**config.mk**
```make
export PLATFORM = sky130hd
export DESIGN_NAME = lc3_writeback_stage
export DESIGN_NICKNAME = d
export VERILOG_FILES = /design/src/rtl/lc3_writeback_stage.sv
export SDC_FILE = /design/constraint.sdc
export NUM_CORES = 1
export LEC_CHECK = 0
export CAP_MARGIN = 40
export CORE_MARGIN = 10
export CORE_UTILIZATION = 55
export DETAILED_ROUTE_END_ITERATION = 6
export PLACE_DENSITY = 0.8
export RECOVER_POWER = 25
export SYNTH_ARGS = -nofsm -noshare
export SYNTH_HDL_FRONTEND = slang
export SYNTH_SLANG_ARGS = --single-unit
```
**constraint.sdc**
```tcl
create_clock -name clock -period 2.71 [get_ports clock]
set_input_delay 0.542 -clock clock [delete_from_list [all_inputs] [get_ports clock]]
set_output_delay 0.542 -clock clock [all_outputs]
set_load 0.02 [all_outputs]
```
**src/rtl/lc3_writeback_stage.sv**
```systemverilog
// LC-3 writeback stage: result select, 8x16 register file, NZP condition codes and read ports.
// Optional define LC3_WB_BYPASS_EN adds same-cycle write-through forwarding onto VSR1/VSR2.
module lc3_writeback_stage #(
   parameter int unsigned DATA_W   = 16,
   parameter int unsigned NUM_REGS = 8,
   localparam int unsigned IDX_W   = $clog2(NUM_REGS)
) (
   input  logic              clock,
   input  logic              reset,
   input  logic              enable_writeback,
   input  logic [1:0]        W_Control,
   input  logic [DATA_W-1:0] aluout,
   input  logic [DATA_W-1:0] memout,
   input  logic [DATA_W-1:0] pcout,
   input  logic [IDX_W-1:0]  dr,
   input  logic [IDX_W-1:0]  sr1,
   input  logic [IDX_W-1:0]  sr2,
   output logic [2:0]        psr,
   output logic [DATA_W-1:0] VSR1,
   output logic [DATA_W-1:0] VSR2
);

   localparam logic [1:0] SEL_ALU = 2'b00;
   localparam logic [1:0] SEL_MEM = 2'b01;
   localparam logic [1:0] SEL_PC  = 2'b10;
   localparam logic [1:0] SEL_RSV = 2'b11;

   logic [DATA_W-1:0] rf_q [NUM_REGS];
   logic [2:0]        psr_q;
   logic [2:0]        psr_d;
   logic [DATA_W-1:0] wb_data;
   logic              wr_en;

   // Writeback source select and NZP classification of the selected value
   always_comb begin
      wb_data = '0;
      psr_d   = psr_q;
      wr_en   = enable_writeback && (W_Control != SEL_RSV);
      case (W_Control)
         SEL_ALU: wb_data = aluout;
         SEL_MEM: wb_data = memout;
         SEL_PC:  wb_data = pcout;
         default: wb_data = '0;
      endcase
      if (wr_en) begin
         if (wb_data[DATA_W-1])    psr_d = 3'b100;
         else if (wb_data == '0)   psr_d = 3'b010;
         else                      psr_d = 3'b001;
      end
   end

   // Register file and condition codes; reset clears everything immediately
   always_ff @(posedge clock or negedge reset) begin
      if (!reset) begin
         for (int i = 0; i < int'(NUM_REGS); i++) begin
            rf_q[i] <= '0;
         end
         psr_q <= 3'b000;
      end else begin
         if (wr_en) begin
            rf_q[dr] <= wb_data;
         end
         psr_q <= psr_d;
      end
   end

   assign psr = psr_q;

`ifdef LC3_WB_BYPASS_EN
   logic byp1;
   logic byp2;

   // Forward the value being written when a read port targets the destination
   always_comb begin
      byp1 = reset && wr_en && (sr1 == dr);
      byp2 = reset && wr_en && (sr2 == dr);
      VSR1 = byp1 ? wb_data : rf_q[sr1];
      VSR2 = byp2 ? wb_data : rf_q[sr2];
   end
`else
   assign VSR1 = rf_q[sr1];
   assign VSR2 = rf_q[sr2];
`endif

endmodule

```
==> insert_results.sql, run 1 <==
INSERT INTO impl_metrics (metric_group, metric, value, unit) VALUES
('run_status', 'outcome', 'complete, but fails checks', ''),
('run_status', 'failed_checks', 'max-capacitance violations, max-slew violations', ''),
('logic_synthesis', 'yosys_warnings', '0', ''),
('worst_setup_path', 'crit_required', '2.17', 'ns'),
('drt', 'routedWlPerCell', '22.67', 'um'),
('worst_hold_path', 'timing.hold.worst.class', 'reg -> reg', ''),
('clocking', 'hold_buffers', '0', ''),
('worst_setup_path', 'r2r_setup_slack', '1.94', 'ns'),
('worst_setup_path', 'critical_path.startpoint', 'sr2[1]', ''),
('logic_synthesis', 'synth.area.top_cells', 'sky130_fd_sc_hd__dfrtp_1 (47%), sky130_fd_sc_hd__mux4_2 (21%), sky130_fd_sc_hd__mux2_2 (5.1%)', ''),
('global_route', 'global_routing_usage_summed_across_all_routing_layers', '0.2293', ''),
('logic_synthesis', 'synth_top_cell_area_share', '0.4675', ''),
('global_route', 'vias_in_the_first_global_route', '6123', ''),
('worst_setup_path', 'startpoint_type', 'primary input', ''),
('worst_setup_path', 'rr_startpoint', 'rf_q[94]', ''),
('clocking', 'cts.htree.levels', '4', ''),
('clocking', 'cts_buffers', '17', ''),
('finish', 'ff_latch_area', '3278', 'um^2'),
('floorplan', 'ios', '97', ''),
('clocking', 'cts-root-to-sink-buffers', '2', ''),
('logic_synthesis', 'avg_inst_size_synth', '11.84', 'um^2'),
('power', 'power_per_cell_area', '792.5', 'nW/um^2'),
('placed_design', 'place_worst_setup_slack', '-0.3225', 'ns'),
('logic_synthesis', 'yosys.area_share.simple', '0.08833', ''),
('worst_setup_path', 'start_to_end_type_of_the_worst_setup_path', 'in -> out', ''),
('finish', 'multi_input_comb_area', '3526', 'um^2'),
('logic_synthesis', 'synth_top_family_by_area', 'multiplexers', ''),
('logic_synthesis', 'synth.net_count', '654', ''),
('placed_design', 'port-buffer-count', '96', ''),
('finish', 'drive_gt1_frac', '0.2803', ''),
('finish', 'design.final.nets', '766', ''),
('placed_design', 'dpl.hpwl', '12670', 'um'),
('logic_synthesis', 'synth.area.mux_share', '0.2809', ''),
('floorplan', 'die_h', '132.9', 'um'),
('timing', 'final_critical_path_setup_slack', '0.01869', 'ns'),
('clocking', 'postCtsSetupBuffers', '0', ''),
('drt', 'drt_pre_antenna_iters', '5', ''),
('drt', 'drt_iter0_markers', '724', ''),
('worst_setup_path', 'cp-end-kind', 'primary output', ''),
('timing', 'worst_pin_slew', '1.651', 'ns'),
('floorplan', 'starting_density_of_the_core', '0.5579', ''),
('global_route', 'grt_remaining_overflow', '0', ''),
('floorplan', 'placeableCoreArea', '12570', 'um^2'),
('timing', 'rsz0062_at_grt', 'no', ''),
('drt', 'wl', '20160', 'um'),
('finish', 'fillerInstances', '806', ''),
('logic_synthesis', 'synth-adder-area-share', '0', ''),
('logic_synthesis', 'synthesis.area', '7012', 'um^2'),
('power', 'power.static_leakage', '3.882', 'nW'),
('timing', 'slew_viol_final', '66', ''),
('logic_synthesis', 'ys_types', '28', ''),
('clocking', 'clock_tree.root_cell', 'sky130_fd_sc_hd__clkbuf_16', ''),
('timing', 'fin_skew', '0', 'ns'),
('run', 'timing.max_cap.violations', '1', ''),
('worst_hold_path', 'min_from', 'psr[1]', ''),
('logic_synthesis', 'synth-compound-area-share', '0.1299', ''),
('logic_synthesis', 'synthXorXnorAreaFrac', '0', ''),
('drt', 'post-route-drc-count', '0', ''),
('worst_setup_path', 'worst_ep_arrival_time', '2.15', 'ns'),
('timing', 'hold_viol', '0', ''),
('timing', 'finalSetupViolations', '0', ''),
('finish', 'insertedDiodeCount', '0', ''),
('power', 'power.total', '7.299', 'mW'),
('global_route', 'number_of_antenna_violations_at_the_first_check_in_global_routing', '0', ''),
('drt', 'number_of_vias_in_the_routed_layout', '5760', ''),
('floorplan', 'row_count', '41', ''),
('logic_synthesis', 'synthDominantAreaCellType', 'sky130_fd_sc_hd__dfrtp_1', ''),
('worst_setup_path', 'critical_path.max_fanout', '16', ''),
('floorplan', 'die_w', '132.9', 'um'),
('clocking', 'clock_sinks', '131', ''),
('global_route', 'grt_pass1_wl', '32170', 'um');
[per-layer routing]
metal | share of wire | vias up | track usage
li1 | - | 2412 | -
met1 | 0.38 | 2908 | 0.2672
met2 | 0.50 | 369 | 0.3821
met3 | 0.088 | 71 | 0.06397
met4 | 0.033 | 0 | 0.1119
met5 | 0 | - | 0
[final timing paths]
check,to,cells after the start
worst max-delay path,VSR2[10],5
worst min-delay path,psr[1],2
worst max register to register,rf_q[94],2
worst min register to register,psr[1],2
max in group asynchronous,rf_q[39],2
min in group asynchronous,rf_q[51],1
[cells by family (layout without fill, tap and decap cells)]
family	count (synthesis)	after routing
multiplexers	112	112
AND/OR/NAND/NOR	152	152
AO/OA/AOI/OAI	146	146
flip-flops	131	131
buffers and inverters	51	176
[report_power, final]
part	leakage (nW)	switching (mW)	internal, mW
clock network	0.313	0.917	1.73
logic	1.97	0.879	1.02
registers	1.60	0.363	2.39
total	3.88	2.16	5.14
[worst max-delay path: stages]
cell,delay (ns)
sky130_fd_sc_hd__clkdlybuf4s15_1,0.31
sky130_fd_sc_hd__bufbuf_16,0.36
sky130_fd_sc_hd__mux4_2,0.32
sky130_fd_sc_hd__mux2_2,0.29
sky130_fd_sc_hd__dlygate4sd2_1,0.33
[sequential cells by signal (all words and copies together), names as in the netlist]
| signal | cells |
|---|---|
| psr | 3 |
| rf_q | 128 |
[through the flow]
stage / hold WS, ns / util / TNS, ns / instance area, um^2 / cells
after floorplan: 0.2464 / - / 0 / 7012 / 592
after global placement: 0.4711 / 0.6768 / -8.418 / 8506 / 854
after detailed placement: 0.4943 / 0.6779 / -9.261 / 8521 / 855
after CTS: 0.2554 / 0.7337 / 0 / 9221 / 889
after global routing: 0.5271 / 0.7328 / 0 / 9210 / 889
final: 0.5019 / 0.7328 / 0 / 9210 / 889
[cells in the mapped netlist (all sizes together)]
cell type and n:
dfrtp 131, nand2 69, nor2 67, o21ai 65, a21oi 64, mux4 64
clkbuf 33, mux2 32, buf 18, a2bb2oi 16, mux2i 16, nand4 5
and2 2, nand4b 2, nor4b 2, a22o 1, nand3 1, nor2b 1
nor3 1, nor4 1, or4 1
[final cells by class]
type,instances,share of cell area
flip-flops and latches,131,0.3559
well taps,172,0.02337
repair buffers,144,0.1642
clock buffers,17,0.04619
multi-input cells,410,0.3828
clock inverters,15,0.02744
[what timing repair did]
action / in CTS / in global routing
gates cloned: 2 / 0
endpoints found under the setup margin: 32 / 12
resized for setup: 34 / 3
(Power assumes the default switching activity.)
==> run 2, diff against run 1 <==
CORE_MARGIN = 2   (was 10)
CORE_UTILIZATION = 64   (was 55)
DONT_BUFFER_PORTS = 1   (was unset)
==> run 2 against run 1 <==
Effect of this change:
- the flow finishes with violations (design-rule violations, negative hold slack)
- critical path depth fell by 3
- power is 16% lower
- routed wire length decreased by 13%
- clock power down 25%
- sequential power about the same
- setup slack improved by 0.36 ns
- cell count is 18% lower
- critical endpoint is now VSR1[12]
- largest power group unchanged
==> insert_results.sql, run 2 (same netlist as run 1, synthesis figures left out) <==
INSERT INTO impl_metrics (metric_group, metric, value, unit) VALUES
('run_status', 'outcome', 'complete, but fails checks', ''),
('run_status', 'failed_checks', 'design-rule violations, negative hold slack', ''),
('finish', 'design.final.nets', '640', ''),
('timing', 'worst_pin_slew', '0.5498', 'ns'),
('timing', 'fin_crit_sh', '0.8601', ''),
('clocking', 'cts_resized', '0', ''),
('timing', 'rsz0062_at_grt', 'no', ''),
('finish', 'stdcell_area', '7625', 'um^2'),
('worst_setup_path', 'timing.reg2reg.worst_path_depth', '1', ''),
('finish', 'final_cell_mix', 'sky130_fd_sc_hd__dfrtp_1 (131), sky130_fd_sc_hd__nand2_1 (69), sky130_fd_sc_hd__nor2_1 (67)', ''),
('floorplan', 'row_count', '38', ''),
('finish', 'regMostFlops', 'rf_q', ''),
('clocking', 'clock_sinks', '131', ''),
('floorplan', 'die_w', '108.7', 'um'),
('clocking', 'cts_buffers', '17', ''),
('worst_hold_path', 'timing.hold.worst.class', 'in -> async', ''),
('clocking', 'clkLatencyLatePin', '0.52', 'ns'),
('timing', 'fin_skew', '0', 'ns'),
('worst_setup_path', 'worst_r2r_endpoint', 'psr[0]', ''),
('clocking', 'cts-root-to-sink-buffers', '2', ''),
('timing', 'finalCriticalPeriod', '2.331', 'ns'),
('worst_setup_path', 'rr_startpoint', 'psr[0]', ''),
('placed_design', 'place_worst_setup_slack', '0.3078', 'ns'),
('drt', 'antenna_violating_nets_post_route', '0', ''),
('worst_setup_path', 'startpoint_type', 'flop', ''),
('clocking', 'cts_tree', 'built', ''),
('timing', 'fmax', '0.4290', 'GHz'),
('placed_design', 'dpl.hpwl', '10420', 'um'),
('placed_design', 'place_area', '7118', 'um^2'),
('worst_setup_path', 'cp-end-kind', 'primary output', ''),
('finish', 'drive_gt1_frac', '0.2733', ''),
('global_route', 'grt_max_degree', '132', ''),
('floorplan', 'ios', '97', ''),
('floorplan', 'die-area', '11810', 'um^2'),
('drt', 'drt_pre_antenna_iters', '7', ''),
('power', 'ir_worst_vdd', '0.4438', 'mV'),
('run', 'timing.max_cap.violations', '0', ''),
('placed_design', 'place_congestion', '0.7687', ''),
('finish', 'final_common_cell', 'sky130_fd_sc_hd__dfrtp_1', ''),
('clocking', 'cts.htree.levels', '4', ''),
('clocking', 'clock_tree.root_cell', 'sky130_fd_sc_hd__clkbuf_8', ''),
('global_route', 'vias_in_the_first_global_route', '5298', ''),
('timing', 'final.setup.tns', '0', 'ns'),
('worst_setup_path', 'start_to_end_type_of_the_worst_setup_path', 'reg -> out', ''),
('drt', 'routedWlPerCell', '24.03', 'um'),
('timing', 'max_slew_margin', '0.6318', ''),
('drt', 'via_to_cell_ratio', '6.949', ''),
('power', 'power.static_leakage', '3.133', 'nW'),
('drt', 'drt_iter0_markers', '469', ''),
('power', 'power_per_cell_area', '807.2', 'nW/um^2'),
('placed_design', 'port-buffer-count', '0', ''),
('timing', 'hold_ws', '-0.2873', 'ns'),
('timing', 'final_critical_path_setup_slack', '0.3792', 'ns'),
('worst_setup_path', 'worst_ep_arrival_time', '1.79', 'ns'),
('clocking', 'postCtsSetupBuffers', '0', ''),
('floorplan', 'die_h', '108.7', 'um'),
('timing', 'hold_viol', '131', ''),
('drt', 'number_of_vias_in_the_routed_layout', '5066', ''),
('worst_setup_path', 'critical_path.max_fanout', '3', ''),
('floorplan', 'starting_density_of_the_core', '0.6525', ''),
('timing', 'finalSetupViolations', '0', ''),
('clocking', 'clk_transition_reported_paths', '0.06', 'ns'),
('timing', 'slew_viol_final', '0', ''),
('drt', 'post-route-drc-count', '2', ''),
('global_route', 'grt_remaining_overflow', '0', ''),
('global_route', 'grt_pass1_wl', '28120', 'um'),
('finish', 'largest_register_ffs', '128', ''),
('finish', 'insertedDiodeCount', '0', ''),
('worst_setup_path', 'crit_required', '2.17', 'ns'),
('finish', 'fillerInstances', '767', ''),
('drt', 'wl', '17520', 'um'),
('worst_setup_path', 'r2r_setup_slack', '1.88', 'ns'),
('finish', 'layout-area-overhead-vs-synth', '8.744', '%'),
('global_route', 'number_of_antenna_violations_at_the_first_check_in_global_routing', '0', ''),
('floorplan', 'placeableCoreArea', '10750', 'um^2'),
('global_route', 'global_routing_usage_summed_across_all_routing_layers', '0.3273', '');
-- run 2: cell types whose count changed in the layout (fill, tap and decap cells not counted), sizes merged --
cell	previous run	this run
clkdlybuf4s15	2	0
buf	47	18
dlygate4sd2	32	0
bufbuf	2	0
inv	3	0
clkbuf	19	23
clkinv	1	6
bufinv	6	1
clkdlybuf4s50	59	0
clkinvlp	5	0
-- run 2: how the worst max path moves through the flow --
stage	to	from	slack [ns]	cells after the start
finish	VSR1[12]	rf_q[12]	0.38	2
floorplan	VSR1[0]	sr1[0]	0.27	4
CTS	VSR1[12]	rf_q[12]	0.37	2
global placement	psr[0]	W_Control[1]	0.38	5
global route	VSR1[12]	rf_q[12]	0.35	2
detailed placement	psr[0]	W_Control[1]	0.31	6
-- run 2: through the flow --
| stage | cells | power (mW) | util |
|---|---|---|---|
| finish | 729 | 6.155 | 0.7096 |
| global route | 729 | 6.456 | 0.7096 |
| CTS | 729 | 6.164 | 0.7096 |
| detailed placement | 699 | 4.163 | 0.6624 |
| global placement | 698 | 4.049 | 0.6614 |
| floorplan | 592 | 3.898 | - |
-- run 2: area by class of cell --
| type | instances | area, um^2 | area share |
|---|---|---|---|
| clock buffer | 23 | 446.7 | 0.05858 |
| clock inverter | 7 | 60.06 | 0.007877 |
| multi-input combinational | 410 | 3526 | 0.4624 |
| sequential | 131 | 3278 | 0.4299 |
| tap | 140 | 175.2 | 0.02297 |
| timing repair buffer | 18 | 138.9 | 0.01821 |
-- run 2: power breakdown --
part	leakage [nW]	switching, mW	internal, mW
sequential	1.60	0.338	2.39
clock	0.255	0.778	1.22
combinational	1.28	0.671	0.763
total	3.13	1.79	4.37
-- run 2: per-layer routing --
| layer | up-vias | wire length, um | GRT usage |
|---|---|---|---|
| li1 | 2163 | - | - |
| met1 | 2522 | 6498 | 0.4308 |
| met2 | 333 | 8661 | 0.5286 |
| met3 | 48 | 1838 | 0.08249 |
| met4 | 0 | 520 | 0.1346 |
| met5 | - | 0 | 0 |
-- run 2: critical path: stages, from the launching register on --
cell                      delay (ns)
sky130_fd_sc_hd__dfrtp_1        0.41
sky130_fd_sc_hd__mux4_2         0.50
sky130_fd_sc_hd__mux2_2         0.35
